### src/rtl/literal_stream_decoder_pkg.sv
// literal_pkg: shared constants, FSM state type and a count-width helper
// for the streaming BITS literal decoder.
package literal_pkg;

  localparam int GROUP_W  = 5;
  localparam int NIBBLE_W = 4;
  localparam int CONT_BIT = 4;

  typedef enum logic {
    ACCUM = 1'b0,
    HOLD  = 1'b1
  } state_t;

  // Wide enough to hold MAX_GROUPS+1 (saturated overflow marker).
  function automatic int cnt_w(input int max_groups);
    return $clog2(max_groups + 2);
  endfunction

endpackage

### src/rtl/literal_stream_decoder_if.sv
// Stream bundle for literal_stream_decoder.
// Input side: in_valid/in_ready/in_group (5-bit group).
// Output side: out_valid/out_ready/out_value/out_bit_len/out_overflow.
interface literal_stream_decoder_if #(
  parameter int VALUE_W = 64,
  parameter int BLEN_W  = 16
);
  import literal_pkg::*;

  logic                  in_valid;
  logic                  in_ready;
  logic [GROUP_W-1:0]    in_group;
  logic                  out_valid;
  logic                  out_ready;
  logic [VALUE_W-1:0]    out_value;
  logic [BLEN_W-1:0]     out_bit_len;
  logic                  out_overflow;

  // master: group producer / literal consumer
  modport master (
    output in_valid, in_group, out_ready,
    input  in_ready, out_valid, out_value,
    input  out_bit_len, out_overflow
  );

  // slave: the decoder
  modport slave (
    input  in_valid, in_group, out_ready,
    output in_ready, out_valid, out_value,
    output out_bit_len, out_overflow
  );

endinterface

### src/rtl/literal_stream_decoder.sv
// Streaming BITS literal decoder: accumulates 5-bit groups (cont + nibble)
// into a VALUE_W literal with saturating bit length.
// Ports: clk, reset (async, active-high), bus (literal_stream_decoder_if.slave).
// Optional LITERAL_OVERFLOW_CHECK_EN: freeze value after MAX_GROUPS
// nibbles and flag out_overflow; otherwise value wraps and flag is 0.
module literal_stream_decoder
  import literal_pkg::*;
#(
  parameter int MAX_GROUPS = 16,
  parameter int BLEN_W     = 16
) (
  input  logic                     clk,
  input  logic                     reset,
  literal_stream_decoder_if.slave  bus
);

  localparam int VALUE_W = NIBBLE_W * MAX_GROUPS;
  localparam logic [BLEN_W-1:0] BLEN_MAX = '1;
  localparam logic [BLEN_W:0] GRP_BITS = (BLEN_W+1)'(GROUP_W);
  // Length after the first group, saturated for tiny BLEN_W.
  localparam logic [BLEN_W-1:0] BLEN_FIRST =
    (GRP_BITS > {1'b0, BLEN_MAX}) ? BLEN_MAX : GRP_BITS[BLEN_W-1:0];

  state_t r_state, w_state_n;
  logic [VALUE_W-1:0] r_acc, w_acc_n;
  logic [BLEN_W-1:0]  r_blen, w_blen_n;

  logic                w_in_fire;
  logic                w_out_fire;
  logic                w_cont;
  logic [NIBBLE_W-1:0] w_nib;
  logic [VALUE_W-1:0]  w_shift;
  logic [BLEN_W:0]     w_blen_sum;
  logic [BLEN_W-1:0]   w_blen_add;

`ifdef LITERAL_OVERFLOW_CHECK_EN
  localparam int CW = cnt_w(MAX_GROUPS);
  localparam logic [CW-1:0] CNT_FULL = CW'(MAX_GROUPS);
  logic [CW-1:0] r_cnt, w_cnt_n;
  logic          r_ovf, w_ovf_n;
`endif

  assign w_cont = bus.in_group[CONT_BIT];
  assign w_nib  = bus.in_group[NIBBLE_W-1:0];

  assign bus.in_ready  = (r_state == ACCUM) || bus.out_ready;
  assign bus.out_valid = (r_state == HOLD);
  assign w_in_fire     = bus.in_valid && bus.in_ready;
  assign w_out_fire    = (r_state == HOLD) && bus.out_ready;

  // Low VALUE_W bits of {acc, nibble}: oldest nibble falls off the top.
  assign w_shift    = VALUE_W'({r_acc, w_nib});
  assign w_blen_sum = {1'b0, r_blen} + GRP_BITS;
  assign w_blen_add = w_blen_sum[BLEN_W] ? BLEN_MAX
                                         : w_blen_sum[BLEN_W-1:0];

  assign bus.out_value   = r_acc;
  assign bus.out_bit_len = r_blen;
`ifdef LITERAL_OVERFLOW_CHECK_EN
  assign bus.out_overflow = r_ovf;
`else
  assign bus.out_overflow = 1'b0;
`endif

  always_comb begin
    w_state_n = r_state;
    w_acc_n   = r_acc;
    w_blen_n  = r_blen;
`ifdef LITERAL_OVERFLOW_CHECK_EN
    w_cnt_n   = r_cnt;
    w_ovf_n   = r_ovf;
`endif
    unique case (r_state)
      ACCUM: begin
        if (w_in_fire) begin
          w_blen_n = w_blen_add;
`ifdef LITERAL_OVERFLOW_CHECK_EN
          if (r_cnt < CNT_FULL) begin
            w_acc_n = w_shift;
            w_cnt_n = r_cnt + CW'(1);
          end else begin
            w_cnt_n = CNT_FULL + CW'(1);
            w_ovf_n = 1'b1;
          end
`else
          w_acc_n = w_shift;
`endif
          if (!w_cont) w_state_n = HOLD;
        end
      end
      HOLD: begin
        if (w_out_fire) begin
          if (w_in_fire) begin
            // Same-cycle hand-off: this group opens the next literal.
            w_acc_n  = VALUE_W'(w_nib);
            w_blen_n = BLEN_FIRST;
`ifdef LITERAL_OVERFLOW_CHECK_EN
            w_cnt_n  = CW'(1);
            w_ovf_n  = 1'b0;
`endif
            if (w_cont) w_state_n = ACCUM;
          end else begin
            w_acc_n   = '0;
            w_blen_n  = '0;
`ifdef LITERAL_OVERFLOW_CHECK_EN
            w_cnt_n   = '0;
            w_ovf_n   = 1'b0;
`endif
            w_state_n = ACCUM;
          end
        end
      end
      default: w_state_n = ACCUM;
    endcase
  end

  always_ff @(posedge clk or posedge reset) begin
    if (reset) begin
      r_state <= ACCUM;
      r_acc   <= '0;
      r_blen  <= '0;
`ifdef LITERAL_OVERFLOW_CHECK_EN
      r_cnt   <= '0;
      r_ovf   <= 1'b0;
`endif
    end else begin
      r_state <= w_state_n;
      r_acc   <= w_acc_n;
      r_blen  <= w_blen_n;
`ifdef LITERAL_OVERFLOW_CHECK_EN
      r_cnt   <= w_cnt_n;
      r_ovf   <= w_ovf_n;
`endif
    end
  end

endmodule

### src/flat_wrapper.sv
// flat-port wrapper written by rule: the top's interface ports become plain ports
module literal_stream_decoder_flat import literal_pkg::*;
#(
  parameter int MAX_GROUPS = 16,
  parameter int BLEN_W     = 16
)
  (clk, reset, bus_in_valid, bus_in_group, bus_out_ready, bus_in_ready, bus_out_valid, bus_out_value, bus_out_bit_len, bus_out_overflow);
  literal_stream_decoder_if #(.BLEN_W(BLEN_W)) bus_i ();
  input  logic clk;
  input  logic reset;
  input wire logic [$bits(bus_i.in_valid)-1:0] bus_in_valid;
  input wire logic [$bits(bus_i.in_group)-1:0] bus_in_group;
  input wire logic [$bits(bus_i.out_ready)-1:0] bus_out_ready;
  output wire logic [$bits(bus_i.in_ready)-1:0] bus_in_ready;
  output wire logic [$bits(bus_i.out_valid)-1:0] bus_out_valid;
  output wire logic [$bits(bus_i.out_value)-1:0] bus_out_value;
  output wire logic [$bits(bus_i.out_bit_len)-1:0] bus_out_bit_len;
  output wire logic [$bits(bus_i.out_overflow)-1:0] bus_out_overflow;
  assign bus_i.in_valid = bus_in_valid;
  assign bus_i.in_group = bus_in_group;
  assign bus_i.out_ready = bus_out_ready;
  assign bus_in_ready = bus_i.in_ready;
  assign bus_out_valid = bus_i.out_valid;
  assign bus_out_value = bus_i.out_value;
  assign bus_out_bit_len = bus_i.out_bit_len;
  assign bus_out_overflow = bus_i.out_overflow;
  literal_stream_decoder #(.MAX_GROUPS(MAX_GROUPS), .BLEN_W(BLEN_W)) u_core (.clk(clk), .reset(reset), .bus(bus_i));
endmodule
### config.mk
export PLATFORM = sky130hd
export DESIGN_NAME = literal_stream_decoder_flat
export DESIGN_NICKNAME = d
export VERILOG_FILES = /design/src/rtl/literal_stream_decoder_pkg.sv /design/src/rtl/literal_stream_decoder_if.sv /design/src/rtl/literal_stream_decoder.sv /design/src/flat_wrapper.sv
export SDC_FILE = /design/constraint.sdc
export NUM_CORES = 1
export LEC_CHECK = 0
export ABC_AREA = 0
export CORE_MARGIN = 5
export CORE_UTILIZATION = 40
export CTS_CLUSTER_SIZE = 25
export DETAILED_ROUTE_END_ITERATION = 10
export PLACE_DENSITY = 0.81
export SKIP_LAST_GASP = 1
export SYNTH_ARGS = -nofsm -noshare
export SYNTH_HDL_FRONTEND = slang
export SYNTH_SLANG_ARGS = --single-unit
### constraint.sdc
create_clock -name clk -period 2.32 [get_ports clk]
set_input_delay 0.348 -clock clk [delete_from_list [all_inputs] [get_ports clk]]
set_output_delay 0.348 -clock clk [all_outputs]
set_load 0.1 [all_outputs]
======== After elaboration in Yosys (flattened, before gate mapping) ========
Index checks and enable logic that the tools add are counted.
cells by class
  add/sub/neg operators ................... 1
  equality and inequality tests ........... 2
  shifts and indexed selects .............. 0
  $mul .................................... 0
  $lt $le $gt $ge ......................... 0
  reduce and logical (&&, ||, !) cells .... 4
  divide/modulo/power cells ............... 0
  muxes and demuxes ....................... 13
  bitwise operators ....................... 1
operator list
  operator               count
  $mux 64                2
  $pmux 64 s2            1
  $mux 16                3
  $pmux 16 s2            1
  $add 16x3->17 const B  1
  $mux 4                 1
  $mux 1                 3
  $mux 3                 1
  $logic_and 1x1->1      2
  $ne 2x1->1 const B     1
  $ne 2x2->1 const B     1
  $pmux 1 s2             1
  $reduce_and 2->1       1
  $logic_or 1x1->1       1
  $not 1->1              1
word-level totals
  bits in writable memories ............... 0
  bits in latches ......................... 0
  memory bits (read-only) ................. 0
  logic and storage cells ................. 24
  output and inout port bits .............. 83
  memories ................................ 0
  bits of input ports ..................... 9
  bits in registers ....................... 81

======== Longest topological paths before layout ========
  word-level depth ........................ 6
  mapped depth ............................ 7
  gate-level depth less buffers ........... 5

======== Least setup slack after synthesis ========
Ideal clock, no wire load.
  path kind ............................... register to register
  from .................................... reg u_core.r_blen[0], in the netlist u_core.bus.out_bit_len[0]
  to ...................................... reg u_core.r_blen[7], in the netlist u_core.bus.out_bit_len[7]
  setup slack ............................. -0.080 ns
  buffers on the path ..................... 1
  required time ........................... 2.252 ns
  arrival ................................. 2.332 ns
  clock period less this slack ............ 2.400 ns
  cell stages (with the launch flop) ...... 7
  setup time .............................. 0.068 ns
  path through ............................ dfrtp_1 ha_1 o2111ai_1 or4_1 buf_2 nand4_1 o211a_1
on the way
  word-level cells in the longest chain between the ends .. 4
RTL lines
  element                 line                           RTL
  start, declared         literal_stream_decoder.sv:26   logic [BLEN_W-1:0] r_blen, w_blen_n;
  start signal, assigned  literal_stream_decoder.sv:129  r_blen <= w_blen_n;
  $add 16x3->17           literal_stream_decoder.sv:53   assign w_blen_sum = {1'b0, r_blen} + GRP_BITS;
  $mux 16                 literal_stream_decoder.sv:54   assign w_blen_add = w_blen_sum[BLEN_W] ? BLEN_MAX
  $mux 16                 literal_stream_decoder.sv:75   if (w_in_fire) begin
  $pmux 16 s2             literal_stream_decoder.sv:73   unique case (r_state)
Every way passes these cells. The select of a mux whose other input is x is not followed.
A chain may end at the register's enable or synchronous reset.

======== Worst setup path after layout ========
Same ends and word-level chain as after synthesis.

==> flow_results.xml <==
<?xml version="1.0" encoding="UTF-8"?>
<metrics>
  <group name="global_routing">
    <metric name="vias_in_the_first_global_route" unit="">2695</metric>
    <metric name="grt_start_max_net_pins" unit="">61</metric>
    <metric name="grt-ovfl-total" unit="">0</metric>
    <metric name="track_usage" unit="%">16.7</metric>
    <metric name="global_route_wire_length_before_repair" unit="µm">13700</metric>
    <metric name="initial_antenna_violation_count" unit="">0</metric>
  </group>
  <group name="placed_design">
    <metric name="dp_worst_setup_slack" unit="ps">392</metric>
    <metric name="post_dp_cell_area" unit="µm²">4180</metric>
    <metric name="place.port_buffers" unit="">90</metric>
    <metric name="place.detailed.hpwl" unit="µm">5810</metric>
    <metric name="globalplace.congestion" unit="">0.837</metric>
  </group>
  <group name="setup_path">
    <metric name="worst_setup_path_end_kind" unit="">register</metric>
    <metric name="critical_path.reg2reg.endpoint" unit="">u_core.bus.out_bit_len[7]$_DFFE_PP0P_</metric>
    <metric name="critical_path.max_fanout" unit="">6</metric>
    <metric name="reg2reg_setup_slack" unit="ps">470</metric>
    <metric name="crit_path_dat" unit="ps">2140</metric>
    <metric name="worstPathRequired" unit="ps">2610</metric>
    <metric name="critical_path.startpoint_type" unit="">register</metric>
    <metric name="critical_path.endpoint" unit="">u_core.bus.out_bit_len[7]$_DFFE_PP0P_</metric>
    <metric name="r2r-start" unit="">u_core.bus.out_bit_len[0]$_DFFE_PP0P_</metric>
    <metric name="crit_type" unit="">register to register</metric>
    <metric name="ff2ff_path_depth" unit="">5</metric>
    <metric name="crit_path_start" unit="">u_core.bus.out_bit_len[0]$_DFFE_PP0P_</metric>
  </group>
  <group name="sta">
    <metric name="rsz0062_at_grt" unit="">no</metric>
    <metric name="finalSetupViolations" unit="">0</metric>
    <metric name="timing.final.hold_violations" unit="">0</metric>
    <metric name="timing.final.max_slew_violations" unit="">0</metric>
    <metric name="final_period_minus_worst_setup_slack" unit="ps">1850</metric>
    <metric name="finalClockSkew" unit="ps">8.79</metric>
    <metric name="max_slew.worst_pin.slew" unit="ps">490</metric>
    <metric name="final_min_period_over_clock_period" unit="%">79.7</metric>
    <metric name="setup_tns_final" unit="ps">0</metric>
    <metric name="max_slew_headroom_at_the_worst_pin" unit="%">67.1</metric>
    <metric name="fmaxAchievable" unit="MHz">541</metric>
    <metric name="final.setup.worst_slack" unit="ps">470</metric>
  </group>
  <group name="floorplanning">
    <metric name="die-height" unit="µm">101</metric>
    <metric name="core.rowCount" unit="">33</metric>
    <metric name="coreArea" unit="µm²">8130</metric>
    <metric name="io_pins" unit="">92</metric>
    <metric name="die_width" unit="µm">101</metric>
    <metric name="die-area" unit="µm²">10200</metric>
    <metric name="initial_core_util" unit="%">40.7</metric>
  </group>
  <group name="routing">
    <metric name="detailedRoute.firstIterationViolations" unit="">88</metric>
    <metric name="drcViolationCount" unit="">0</metric>
    <metric name="vias_per_cell" unit="">5.70</metric>
    <metric name="first_pass_iters" unit="">4</metric>
    <metric name="finalWirelength" unit="µm">8290</metric>
    <metric name="num_vias" unit="">2635</metric>
    <metric name="ant_nets" unit="">0</metric>
    <metric name="wl_per_cell" unit="µm">17.9</metric>
  </group>
  <group name="flow_run">
    <metric name="max_capacitance_violation_total" unit="">0</metric>
  </group>
  <group name="synth">
    <metric name="syn-instance-count" unit="">263</metric>
    <metric name="ys.warnings.count" unit="">0</metric>
    <metric name="synth_cell_type_count" unit="">45</metric>
    <metric name="synth.ff_latch_count" unit="">81</metric>
    <metric name="syn_area" unit="µm²">3310</metric>
    <metric name="ys_seq_area_share" unit="%">61.2</metric>
    <metric name="syn-num-nets" unit="">273</metric>
    <metric name="syn_avg_cell_area" unit="µm²">12.6</metric>
  </group>
  <group name="clock_tree">
    <metric name="clock_sink_count" unit="">81</metric>
    <metric name="worst_skew_pair.late_latency" unit="ps">350</metric>
    <metric name="cts_hold_repair.buffers" unit="">0</metric>
    <metric name="root_buffer" unit="">sky130_fd_sc_hd__clkbuf_8</metric>
    <metric name="post_cts_resize_count" unit="">0</metric>
    <metric name="cts_htree_levels" unit="">3</metric>
    <metric name="post_cts_buffers" unit="">0</metric>
    <metric name="cts_made_buffers" unit="">9</metric>
    <metric name="cts_clock_pin_slew_for_the_worst_setup_and_hold_paths" unit="ps">90</metric>
    <metric name="clockBufferDepth" unit="">2</metric>
    <metric name="cts_tree" unit="">yes</metric>
  </group>
  <group name="finish">
    <metric name="final.fill_count" unit="">712</metric>
    <metric name="finalInstanceArea" unit="µm²">4360</metric>
    <metric name="drive_gt1_share" unit="%">33.1</metric>
    <metric name="utilization" unit="%">53.6</metric>
    <metric name="finish.net_count" unit="">362</metric>
    <metric name="antenna-diode-count" unit="">0</metric>
    <metric name="area_growth_syn_to_layout" unit="%">31.6</metric>
  </group>
  <group name="pwr">
    <metric name="power_switching_share" unit="%">45.0</metric>
    <metric name="seqPwrFrac" unit="%">41.0</metric>
    <metric name="combinational_power_share" unit="%">35.4</metric>
    <metric name="p_switching" unit="mW">1.85</metric>
    <metric name="intPower" unit="mW">2.26</metric>
    <metric name="vdd_ir_drop_max" unit="mV">0.790</metric>
    <metric name="power_leakage" unit="nW">2.14</metric>
    <metric name="fraction_of_power_consumed_by_the_clock_network" unit="%">23.5</metric>
    <metric name="power_density" unit="nW/µm²">941</metric>
  </group>
  <group name="min_path">
    <metric name="hp-class" unit="">input port to asynchronous set/reset pin</metric>
  </group>
  <group name="status">
    <metric name="result_of_the_run" unit="">complete, no violations</metric>
  </group>
</metrics>
[power groups by stage]
stage / Clock [mW] / Sequential [mW] / Combinational [mW]
6_report: 0.966 / 1.68 / 1.45
5_1_grt: 1.04 / 1.70 / 1.51
4_1_cts: 0.986 / 1.69 / 1.46
3_5_place_dp: 0 / 1.71 / 1.46
3_3_place_gp: 0 / 1.71 / 1.45
2_1_floorplan: 0 / 2.53 / 0.291
[sequential cells by signal (all words and copies together) (netlist names)]
register and count:
u_core.bus.out_valid 1, u_core.bus.out_value 64, u_core.bus.out_bit_len 16
[cells in the mapped netlist, drive strengths merged]
cell	count	area (µm²)
o41ai	1	8.76
a21oi	4	20.0
mux2i	5	50.1
and2	1	6.26
dfrtp	81	2030
nand2	6	22.5
conb	1	3.75
and4	2	17.5
o211a	1	10.0
nor4	3	40.0
a31oi	10	62.6
a211oi	3	22.5
and3	1	6.26
nor2b	2	12.5
nand3	4	32.5
a41oi	1	8.76
a31o	1	8.76
o22ai	1	6.26
a22o	60	526
or4	1	7.51
nand2b	2	12.5
o32ai	1	8.76
nor3b	2	15.0
o2111ai	1	8.76
and4b	1	10.0
a311oi	1	8.76
o21ai	12	60.1
ha	1	12.5
nor4bb	1	10.0
clkbuf	8	31.3
buf	14	70.1
nor3	7	35.0
nand4	3	33.8
a32oi	4	35.0
a21o	1	7.51
nor2	10	37.5
inv	5	18.8
[kinds of logic (layout without fill, tap and decap cells)]
logic type	count (synthesis)	count (layout)	synth area share (%)
flip-flops	81	81	61.2
other	1	1	0.113
buffers and inverters	27	121	3.62
AND/OR/NAND/NOR	46	46	9.02
adder cells (fa/ha/maj)	1	1	0.377
multiplexers	5	5	1.51
AO/OA/AOI/OAI	102	102	24.2
[placed cells by master, fill, tap and decap left out, drive strengths merged, types with 2 or more instances in the layout]
cell type / n
a32oi: 4
a31oi: 10
mux2i: 5
clkdlybuf4s50: 8
a22o: 60
nand3: 4
nand4: 3
o21ai: 12
nor3: 7
nand2: 6
nor2: 10
clkinvlp: 4
and4: 2
nor2b: 2
dfrtp: 81
clkbuf: 10
inv: 6
buf: 92
nand2b: 2
nor3b: 2
a211oi: 3
nor4: 3
a21oi: 4
[worst max-delay path, cell delays in order (launching register included)]
cell and delay (ps):
sky130_fd_sc_hd__dfrtp_2 430, sky130_fd_sc_hd__ha_1 240, sky130_fd_sc_hd__o2111ai_1 210, sky130_fd_sc_hd__or4_1 620
sky130_fd_sc_hd__nand4_1 160, sky130_fd_sc_hd__o211a_1 150
[area by class of cell]
type                            instances  area [µm²]  share of cell area [%]
Inverter                                5        22.5                   0.516
Sequential cell                        81        2030                    46.6
Clock buffer                           10         138                    3.16
Tap cell                              105         131                    3.01
Clock inverter                          6        48.8                    1.12
Multi-Input combinational cell        155        1180                    27.1
Timing Repair Buffer                  100         808                    18.5
[stage by stage]
| step | power (mW) | hold WS, ps | std cells |
|---|---|---|---|
| floorplan | 2.82 | 441 | 263 |
| global placement | 3.15 | 483 | 446 |
| detailed placement | 3.17 | 490 | 446 |
| CTS | 4.13 | 262 | 462 |
| global route | 4.26 | 262 | 462 |
| finish | 4.10 | 267 | 462 |
[worst min path at each step]
stage                                                       to  slack [ps]  depth (start not counted)
final                     u_core.bus.out_value[62]$_DFFE_PP0P_         270                          2
after global routing      u_core.bus.out_value[62]$_DFFE_PP0P_         260                          2
after CTS                 u_core.bus.out_value[62]$_DFFE_PP0P_         260                          2
after detailed placement  u_core.bus.out_value[62]$_DFFE_PP0P_         490                          1
after global placement    u_core.bus.out_value[63]$_DFFE_PP0P_         480                          1
after floorplan                 u_core.bus.out_valid$_DFF_PP0_         440                          1
[metal layers]
layer / track usage, % / vias up / routed length (µm)
met5: 0 / - / 0
met4: 5.21 / 0 / 94
met3: 3.81 / 11 / 511
met2: 26.0 / 88 / 3910
met1: 23.3 / 1342 / 3770
li1: - / 1194 / -
Note: power is estimated with default switching activity, not from simulation.
